`src/rtl/clk_mon_pkg.sv`:
```
// Shared types and defaults for the divided-clock monitor.
package clk_mon_pkg;

    localparam int unsigned DEF_CNT_W = 8;

    typedef enum logic [1:0] {
        IDLE = 2'd0,
        ARM  = 2'd1,
        MEAS = 2'd2
    } mon_state_t;

endpackage

```
`src/rtl/clk_edge_sync.sv`:
```
// Brings the clock under test into the clk domain and flags its sampled
// rising and falling edges.
module clk_edge_sync (
    input  logic clk,
    input  logic rst,
    input  logic sig_i,
    output logic rise_o,
    output logic fall_o
);

    logic s1_q;
    logic s2_q;
    logic s3_q;

    // NOTE: non-blocking assignments make every stage take the previous
    // stage's old value, so this really is a three-deep shift chain.
    always_ff @(posedge clk or posedge rst) begin
        if (rst) begin
            s1_q <= 1'b0;
            s2_q <= 1'b0;
            s3_q <= 1'b0;
        end else begin
            s1_q <= sig_i;
            s2_q <= s1_q;
            s3_q <= s2_q;
        end
    end

    // s1 may go metastable; only s2 and its history s3 are used.
    assign rise_o = s2_q & ~s3_q;
    assign fall_o = ~s2_q & s3_q;

endmodule

```
`src/rtl/clk_div_monitor.sv`:
```
// Measures period and high time of a divided clock in clk cycles, flags
// tolerance violations and missing edges, and declares lock.
module clk_div_monitor
    import clk_mon_pkg::*;
#(
    parameter int unsigned CNT_W      = DEF_CNT_W,
    parameter int unsigned EXP_PERIOD = 5,
    parameter int unsigned PERIOD_TOL = 0,
    parameter int unsigned EXP_HIGH   = 2,
    parameter int unsigned HIGH_TOL   = 1,
    parameter int unsigned LOCK_CNT   = 4,
    parameter int unsigned TIMEOUT    = 64
) (
    input  logic             clk,
    input  logic             rst,
    input  logic             en,
    input  logic             clk_in,
    output logic [CNT_W-1:0] period,
    output logic [CNT_W-1:0] high_time,
    output logic             meas_valid,
    output logic             period_err,
    output logic             duty_err,
    output logic             locked,
    output logic             timeout
);

    localparam int unsigned GOOD_W = $clog2(LOCK_CNT + 1);

    localparam logic [CNT_W-1:0]        CNT_ONE      = CNT_W'(1);
    localparam logic [CNT_W-1:0]        CNT_MAX      = {CNT_W{1'b1}};
    localparam logic [CNT_W-1:0]        TIMEOUT_C    = CNT_W'(TIMEOUT);
    localparam logic [GOOD_W-1:0]       GOOD_ONE     = GOOD_W'(1);
    localparam logic [GOOD_W-1:0]       LOCK_C       = GOOD_W'(LOCK_CNT);
    localparam logic signed [CNT_W:0]   EXP_PERIOD_S = (CNT_W+1)'(EXP_PERIOD);
    localparam logic signed [CNT_W:0]   EXP_HIGH_S   = (CNT_W+1)'(EXP_HIGH);
    localparam logic signed [CNT_W:0]   PER_TOL_P    = (CNT_W+1)'(PERIOD_TOL);
    localparam logic signed [CNT_W:0]   PER_TOL_N    = -PER_TOL_P;
    localparam logic signed [CNT_W:0]   HIGH_TOL_P   = (CNT_W+1)'(HIGH_TOL);
    localparam logic signed [CNT_W:0]   HIGH_TOL_N   = -HIGH_TOL_P;

    logic rise;
    logic fall;

    clk_edge_sync u_sync (
        .clk    (clk),
        .rst    (rst),
        .sig_i  (clk_in),
        .rise_o (rise),
        .fall_o (fall)
    );

    mon_state_t        state_q,      state_d;
    logic [CNT_W-1:0]  cnt_q,        cnt_d;
    logic [CNT_W-1:0]  period_q,     period_d;
    logic [CNT_W-1:0]  high_q,       high_d;
    logic [CNT_W-1:0]  high_r_q,     high_r_d;
    logic              fall_seen_q,  fall_seen_d;
    logic              meas_valid_q, meas_valid_d;
    logic              period_err_q, period_err_d;
    logic              duty_err_q,   duty_err_d;
    logic [GOOD_W-1:0] good_cnt_q,   good_cnt_d;
    logic              locked_q,     locked_d;
    logic              timeout_q,    timeout_d;

    logic [CNT_W-1:0]      cnt_inc;
    logic [CNT_W-1:0]      meas_high;
    logic signed [CNT_W:0] period_diff;
    logic signed [CNT_W:0] high_diff;
    logic                  period_bad;
    logic                  high_bad;

    assign cnt_inc   = (cnt_q == CNT_MAX) ? cnt_q : cnt_q + CNT_ONE;
    // Without a fall in this period the whole period counts as high time.
    assign meas_high = fall_seen_q ? high_r_q : cnt_q;

    // One extra bit keeps the signed differences free of wrap-around.
    assign period_diff = $signed({1'b0, cnt_q}) - EXP_PERIOD_S;
    assign high_diff   = $signed({1'b0, meas_high}) - EXP_HIGH_S;

    assign period_bad = (period_diff > PER_TOL_P) || (period_diff < PER_TOL_N)
                        || (cnt_q == CNT_MAX);
    assign high_bad   = !fall_seen_q || (high_diff > HIGH_TOL_P) || (high_diff < HIGH_TOL_N);

    always_comb begin
        // NOTE: every variable gets a default before any branch so that no
        // path leaves it unassigned, which would infer a latch.
        state_d      = state_q;
        cnt_d        = cnt_q;
        period_d     = period_q;
        high_d       = high_q;
        high_r_d     = high_r_q;
        fall_seen_d  = fall_seen_q;
        meas_valid_d = 1'b0;
        period_err_d = period_err_q;
        duty_err_d   = duty_err_q;
        good_cnt_d   = good_cnt_q;
        locked_d     = locked_q;
        timeout_d    = timeout_q;

        if (!en) begin
            state_d      = IDLE;
            fall_seen_d  = 1'b0;
            period_err_d = 1'b0;
            duty_err_d   = 1'b0;
            good_cnt_d   = '0;
            locked_d     = 1'b0;
            timeout_d    = 1'b0;
        end else begin
            unique case (state_q)
                IDLE: begin
                    // Start the arm window from zero, not from a stale count.
                    state_d = ARM;
                    cnt_d   = '0;
                end
                ARM: begin
                    cnt_d = rise ? CNT_ONE : cnt_inc;
                    if (rise) begin
                        state_d     = MEAS;
                        fall_seen_d = 1'b0;
                        timeout_d   = 1'b0;
                    end else if (cnt_q >= TIMEOUT_C) begin
                        timeout_d = 1'b1;
                    end
                end
                MEAS: begin
                    cnt_d = rise ? CNT_ONE : cnt_inc;
                    if (rise) begin
                        period_d     = cnt_q;
                        high_d       = meas_high;
                        meas_valid_d = 1'b1;
                        period_err_d = period_bad;
                        duty_err_d   = high_bad;
                        fall_seen_d  = 1'b0;
                        timeout_d    = 1'b0;
                        if (period_bad || high_bad) begin
                            good_cnt_d = '0;
                        end else if (good_cnt_q != LOCK_C) begin
                            good_cnt_d = good_cnt_q + GOOD_ONE;
                        end
                        locked_d = (good_cnt_d == LOCK_C);
                    end else begin
                        if (fall) begin
                            high_r_d    = cnt_q;
                            fall_seen_d = 1'b1;
                        end
                        if (cnt_q >= TIMEOUT_C) begin
                            state_d    = ARM;
                            timeout_d  = 1'b1;
                            locked_d   = 1'b0;
                            good_cnt_d = '0;
                        end
                    end
                end
                default: state_d = IDLE;
            endcase
        end
    end

    always_ff @(posedge clk or posedge rst) begin
        if (rst) begin
            state_q      <= IDLE;
            cnt_q        <= '0;
            period_q     <= '0;
            high_q       <= '0;
            high_r_q     <= '0;
            fall_seen_q  <= 1'b0;
            meas_valid_q <= 1'b0;
            period_err_q <= 1'b0;
            duty_err_q   <= 1'b0;
            good_cnt_q   <= '0;
            locked_q     <= 1'b0;
            timeout_q    <= 1'b0;
        end else begin
            state_q      <= state_d;
            cnt_q        <= cnt_d;
            period_q     <= period_d;
            high_q       <= high_d;
            high_r_q     <= high_r_d;
            fall_seen_q  <= fall_seen_d;
            meas_valid_q <= meas_valid_d;
            period_err_q <= period_err_d;
            duty_err_q   <= duty_err_d;
            good_cnt_q   <= good_cnt_d;
            locked_q     <= locked_d;
            timeout_q    <= timeout_d;
        end
    end

    assign period     = period_q;
    assign high_time  = high_q;
    assign meas_valid = meas_valid_q;
    assign period_err = period_err_q;
    assign duty_err   = duty_err_q;
    assign locked     = locked_q;
    assign timeout    = timeout_q;

endmodule

```
`config.mk`:
```
export PLATFORM = sky130hd
export DESIGN_NAME = clk_div_monitor
export DESIGN_NICKNAME = d
export VERILOG_FILES = /design/src/rtl/clk_mon_pkg.sv /design/src/rtl/clk_edge_sync.sv /design/src/rtl/clk_div_monitor.sv
export SDC_FILE = /design/constraint.sdc
export NUM_CORES = 1
export LEC_CHECK = 0
export CAP_MARGIN = 20
export CORE_UTILIZATION = 50
export CTS_BUF_LIST = sky130_fd_sc_hd__clkbuf_16
export DETAILED_ROUTE_END_ITERATION = 16
export HOLD_SLACK_MARGIN = 0.15
export PLACE_DENSITY_LB_ADDON = 0.08
export RECOVER_POWER = 50
export SYNTH_ARGS = -nofsm -noshare
export SYNTH_HDL_FRONTEND = slang
export SYNTH_SLANG_ARGS = --single-unit
export TNS_END_PERCENT = 20
```
`constraint.sdc`:
```
create_clock -name clk -period 2.4 [get_ports clk]
set_input_delay 0.24 -clock clk [delete_from_list [all_inputs] [get_ports clk]]
set_output_delay 0.24 -clock clk [all_outputs]
set_load 0.02 [all_outputs]
```
## Word level (Yosys, flattened, before mapping)

Cells that the tools add are included.

| word-level totals | value |
|---|---|
| bits of input ports | 4 |
| logic and storage cells | 101 |
| register bits | 46 |

| operators by class | value |
|---|---|
| add/subtract/negate cells | 4 |
| reductions and logical operators | 17 |
| bitwise operators | 5 |
| mux-type cells | 40 |
| $lt $le $gt $ge | 5 |
| equality and inequality tests | 15 |

Operator list:

| cell | number |
|---|---|
| two-way mux 3 bit | 9 |
| two-way mux 8 bit | 3 |
| two-way mux 1 bit | 21 |
| < comparator 9 x 1 -> 1 bit, second input constant | 2 |
| one-hot mux 8 bit (2 select lines) | 1 |
| inequality test 3 bit, second input constant | 5 |
| AND reduction 3 bit | 4 |
| > comparator 9 x 1 -> 1 bit, second input constant | 1 |
| > comparator 9 x 2 -> 1 bit, second input constant | 1 |
| subtractor 8 x 2 -> 9 bit, second input constant | 1 |
| subtractor 8 x 3 -> 9 bit, second input constant | 1 |
| adder 8 x 1 -> 8 bit, second input constant | 1 |
| == test 8 bit, second input constant | 1 |
| greater-or-equal comparator 8 x 7 -> 1 bit, second input constant | 1 |
| two-way mux 2 bit | 4 |
| inequality test 3 x 1 -> 1 bit, second input constant | 2 |
| one-hot mux 2 bit (3 select lines) | 1 |
| AND reduction 2 bit | 3 |
| logical OR 1 bit | 5 |
| inequality test 2 x 1 -> 1 bit, second input constant | 2 |
| inequality test 4 bit, second input constant | 1 |
| AND reduction 4 bit | 1 |
| adder 3 x 1 -> 3 bit, second input constant | 1 |
| == test 3 bit, second input constant | 1 |
| 10 further kinds | 13 |

## Longest topological paths before layout

| depth | value |
|---|---|
| word-level depth | 14 |
| depth in mapped cells | 8 |
| mapped depth without buffers | 7 |

## Cells and area by module

From an unflattened synthesis, not the netlist that was laid out.

| second synthesis, totals | value |
|---|---|
| cell total of the unflattened synthesis | 225 |
| area total of the unflattened synthesis | 2404.8 um^2 |

By module, submodules not included:

| module | times used | seq. area each (um^2) | cells each | area an instance (um^2) |
|---|---|---|---|---|
| clk_div_monitor | 1 | 1076.0 | 219 | 2311.0 |
| clk_edge_sync | 1 | 75.1 | 6 | 93.8 |

## Worst setup path after synthesis

Ideal clock, no wire load.

| timing | value |
|---|---|
| path kind | register -> register |
| start point | register fall_seen_q |
| end point | register good_cnt_q[2] |
| clock period less this slack | 2.154 ns |
| buffers on the path | 1 |
| cell stages (with the launch flop) | 9 |
| data required time | 2.279 ns |
| arrival time | 2.033 ns |
| slack | 0.246 ns |
| cells stage by stage | dfrtp_1 buf_6 mux2i_2 ha_1 inv_1 o21ai_1 a21boi_1 o2111a_1 o22a_1 |

| on the way | value |
|---|---|
| word-level cells in the longest chain between the ends | 13 |
| elaborated cells on any way between the ends | 15 |

RTL lines:

| element | RTL line | source |
|---|---|---|
| start: declaration | clk_div_monitor.sv:57 | `logic fall_seen_q, fall_seen_d;` |
| start signal: assignment | clk_div_monitor.sv:179 | `fall_seen_q <= fall_seen_d;` |
| two-way mux 8 bit | clk_div_monitor.sv:74 | `assign meas_high = fall_seen_q ? high_r_q : cnt_q;` |
| subtractor 8 x 2 -> 9 bit | clk_div_monitor.sv:78 | `assign high_diff = $signed({1'b0, meas_high}) - EXP_HIGH_S;` |
| > comparator 9 x 2 -> 1 bit | clk_div_monitor.sv:82 | `assign high_bad = !fall_seen_q \|\| (high_diff > HIGH_TOL_P) \|\| (high_diff < HIGH_TOL_N);` |
| logical OR 1 bit | clk_div_monitor.sv:82 |  |
| logical OR 1 bit * | clk_div_monitor.sv:82 |  |
| logical OR 1 bit * | clk_div_monitor.sv:135 | `if (period_bad \|\| high_bad) begin` |
| two-way mux 3 bit * | clk_div_monitor.sv:135 |  |
| two-way mux 3 bit * | clk_div_monitor.sv:127 | `if (rise) begin` |
| two-way mux 3 bit * | clk_div_monitor.sv:109 | `unique case (state_q)` |
| two-way mux 3 bit * | clk_div_monitor.sv:100 | `if (!en) begin` |
| two-way mux 3 bit * | clk_div_monitor.sv:127 |  |
| two-way mux 3 bit * | clk_div_monitor.sv:109 |  |
| two-way mux 3 bit * | clk_div_monitor.sv:100 |  |
| end signal: assignment | clk_div_monitor.sv:183 | `good_cnt_q <= good_cnt_d;` |
| end: declaration | clk_div_monitor.sv:61 | `logic [GOOD_W-1:0] good_cnt_q, good_cnt_d;` |

Every way passes the cells marked *; elsewhere a longest branch is shown, timed or not. The select of a mux whose other input is x is not followed.
A chain may end at the register's enable or synchronous reset.

## Worst setup path in the final report

| timing | value |
|---|---|
| start point | register fall_seen_q |
| end point | register duty_err_q (netlist: duty_err) |

| on the way | value |
|---|---|
| word-level cells in the longest chain between the ends | 8 |
| elaborated cells on any way between the ends | 10 |

RTL lines:

| element | RTL line | source |
|---|---|---|
| two-way mux 8 bit | clk_div_monitor.sv:74 |  |
| subtractor 8 x 2 -> 9 bit | clk_div_monitor.sv:78 |  |
| > comparator 9 x 2 -> 1 bit | clk_div_monitor.sv:82 |  |
| logical OR 1 bit | clk_div_monitor.sv:82 |  |
| logical OR 1 bit * | clk_div_monitor.sv:82 |  |
| two-way mux 1 bit * | clk_div_monitor.sv:127 |  |
| two-way mux 1 bit * | clk_div_monitor.sv:109 |  |
| two-way mux 1 bit * | clk_div_monitor.sv:100 |  |
| end signal: assignment | clk_div_monitor.sv:182 | `duty_err_q <= duty_err_d;` |
| end: declaration | clk_div_monitor.sv:60 | `logic duty_err_q, duty_err_d;` |

Marked as above.

==> qor.yml <==
yosys.area.top_type_share: 0.470
drive_gt1_frac: 0.141
port_buffers: 24
cp_cell_sequence: "mux2i_2, ha_1, inv_1, o21ai_1, a21boi_1, nor2_1, o311a_1"
final_cells: 336
diodes: 0
arrival_ns: 2.34
avgRoutedWirePerCell_um: 14.6
grt_setup_unrepaired: "false"
p_switching_mw: 0.752
dpl.cell_count: 328
power_leakage_nw: 1.30
synth_most_common_cell: "dfrtp_1"
placed_cell_area_mm2: 0.00281
ys_seq_elements: 46
cts_resized: 0
cts_buffers: 5
ys.flop_type: "dfrtp_1"
clock_power_share: 0.325
cts-root-buf: "clkbuf_16"
crit_path_end_kind: "register"
switching_share: 0.316
p_comb_frac: 0.287
totalWireLength_mm: 4.89
drcViolationCount: 0
area_growth_pct: 21.4
antenna_found_initial: 0
ys_types: 52
design_area_mm2: 0.00297
nNetsFinal: 284
syn_avg_cell_area_um2: 10.3
place_congestion: 0.867
critPathMaxStageDelay_ns: 0.48
path_class: "register to register"
synth_edf_count: 0
start_util: 0.518
numClockSinks: 46
htreeDepth: 2
grt_usage: 0.210
fmax_ghz: 0.462
vias_per_cell: 5.29
grt_overflow: 0
holdBufCountCts: 0
row_count: 25
vias: 1778
cp_slowest_cell: "dfrtp_1"
min_period_ns: 2.17
async_reset_ff_frac: 1.00
maxCapViolations: 0
tightest_slew_ns: 1.14
synth_top_cells_by_count: "46 x dfrtp_1, 34 x nand2_1, 20 x o21ai_0"
grt_max_degree: 47
critPathMaxFanout: 6
clk_pin_slew_worst_paths_ns: 0.06
ys_top_cells_by_area: "dfrtp_1 47%, ha_1 6.1%, nand2_1 5.2%"
crit_required_ns: 2.57
grt_pass1_wl_mm: 8.25
die-width_um: 72.0
path_buf_inv: 1
total_power_mw: 2.38
die_area_mm2: 0.00518
die_h_um: 72.0
core_mm2: 0.00472
finalClockSkew_ns: 0.00523
max_slew_margin: 0.240
grt_pass1_vias: 1718
fin_crit_sh: 0.902
cts_tree: "done"
synth_cells: 237
dr.pass1.iters: 4
powerDensity_mw_per_mm2: 800
synth.largest_area_cell: "dfrtp_1"
cp-start-kind: "register"
crit_family: "compound AO/OA/AOI/OAI gates"
layout_setup_ws_ns: 0.234
hold_viol: 0
ys_warn_count: 0
syn_nets: 253
tns_ns: 0
hold_class: "register to register"
cts_buffer_depth: 2
drv_slew: 0
setup_viol: 0
post_cts_buffers: 0
synth_seq_area_share: 0.470
synth_area_mm2: 0.00245
place.detailed.hpwl_mm: 3.50
ir_drop_v: 0.000424
post-place-ws_ns: 0.248
boundaryPins: 25
clkLatencyLatePin_ns: 0.28
drt_iter0_drc: 59
ant_nets: 0
p_seq_frac: 0.388
internal_power_mw: 1.63
status: "completed"
[cell type report]
| cell class | instances | area (µm²) |
|---|---|---|
| clock buffers | 5 | 125 |
| clock inverters | 3 | 41.3 |
| fillers | 411 | 1750 |
| well taps | 67 | 83.8 |
| multi-input cells | 165 | 1180 |
| inverters | 16 | 60.1 |
| flip-flops and latches | 46 | 1150 |
| repair buffers | 34 | 325 |
[state kept, by name, indices dropped and copies added (netlist names)]
| name | cells |
|---|---|
| cnt_q | 8 |
| state_q | 2 |
| locked | 1 |
| high_time | 8 |
| high_r_q | 8 |
| u_sync.s2_q | 1 |
| u_sync.s1_q | 1 |
| u_sync.s3_q | 1 |
| meas_valid | 1 |
| period_err | 1 |
| duty_err | 1 |
| period | 8 |
| fall_seen_q | 1 |
| good_cnt_q | 3 |
| timeout | 1 |
[path summary, 6_finish.rpt]
kind / from / endpoint / slack, ns / depth (start not counted)
min in group asynchronous: rst / high_time[2] / 0.76 / 3
hold / removal: u_sync.s1_q / u_sync.s2_q / 0.36 / 0
setup / recovery: fall_seen_q / duty_err / 0.23 / 7
setup reg to reg: fall_seen_q / duty_err / 0.23 / 7
max in group asynchronous: rst / state_q[1] / 0.94 / 3
hold reg to reg: u_sync.s1_q / u_sync.s2_q / 0.36 / 0
[kinds of logic (layout without fill, tap and decap cells)]
family / Yosys count / in the layout / share of synthesized area
buffers and inverters: 26 / 58 / 0.0455
adder cells (fa/ha/maj): 12 / 12 / 0.0613
AND/OR/NAND/NOR: 75 / 75 / 0.151
multiplexers: 18 / 18 / 0.0864
XOR/XNOR: 6 / 6 / 0.0215
AO/OA/AOI/OAI: 54 / 54 / 0.164
flip-flops: 46 / 46 / 0.470
[metal layers]
layer  vias up  track usage  wire length, µm
met5         -            0                0
met4         0       0.0523               38
met3         4       0.0417              119
met2        22        0.363             2400
met1       861        0.273             2340
li1        891            -                -
[through the flow]
step | hold WS, ns | utilization
6_report | 0.355 | 0.629
5_1_grt | 0.368 | 0.629
4_1_cts | 0.359 | 0.630
3_5_place_dp | 0.345 | 0.594
3_3_place_gp | 0.335 | 0.594
2_1_floorplan | 0.271 | -
[cells in the final DEF, fill, tap and decap left out, drive strengths merged, types with 2 or more instances in the layout]
cell	n
o211ai	2
or4	2
clkdlybuf4s50	17
a21oi	5
o2111a	2
nand2b	5
nor2	13
o311a	2
buf	9
o21ai	23
mux2	9
xnor2	6
nand2	35
a21boi	5
nand3b	2
mux2i	9
dfrtp	46
a2111oi	3
clkbuf	6
ha	12
dlygate4sd3	7
nor4	2
o21a	2
inv	16
nand3	6
nor3	2
[power by group through the flow]
| stage | registers (mW) | logic, mW | clock network, mW |
|---|---|---|---|
| 6_report | 0.922 | 0.683 | 0.773 |
| 5_1_grt | 0.933 | 0.762 | 0.814 |
| 4_1_cts | 0.923 | 0.689 | 0.793 |
| 3_5_place_dp | 0.937 | 0.681 | 0 |
| 3_3_place_gp | 0.935 | 0.668 | 0 |
| 2_1_floorplan | 0.963 | 0.447 | 0 |
Power figures use the tool's default switching activity.
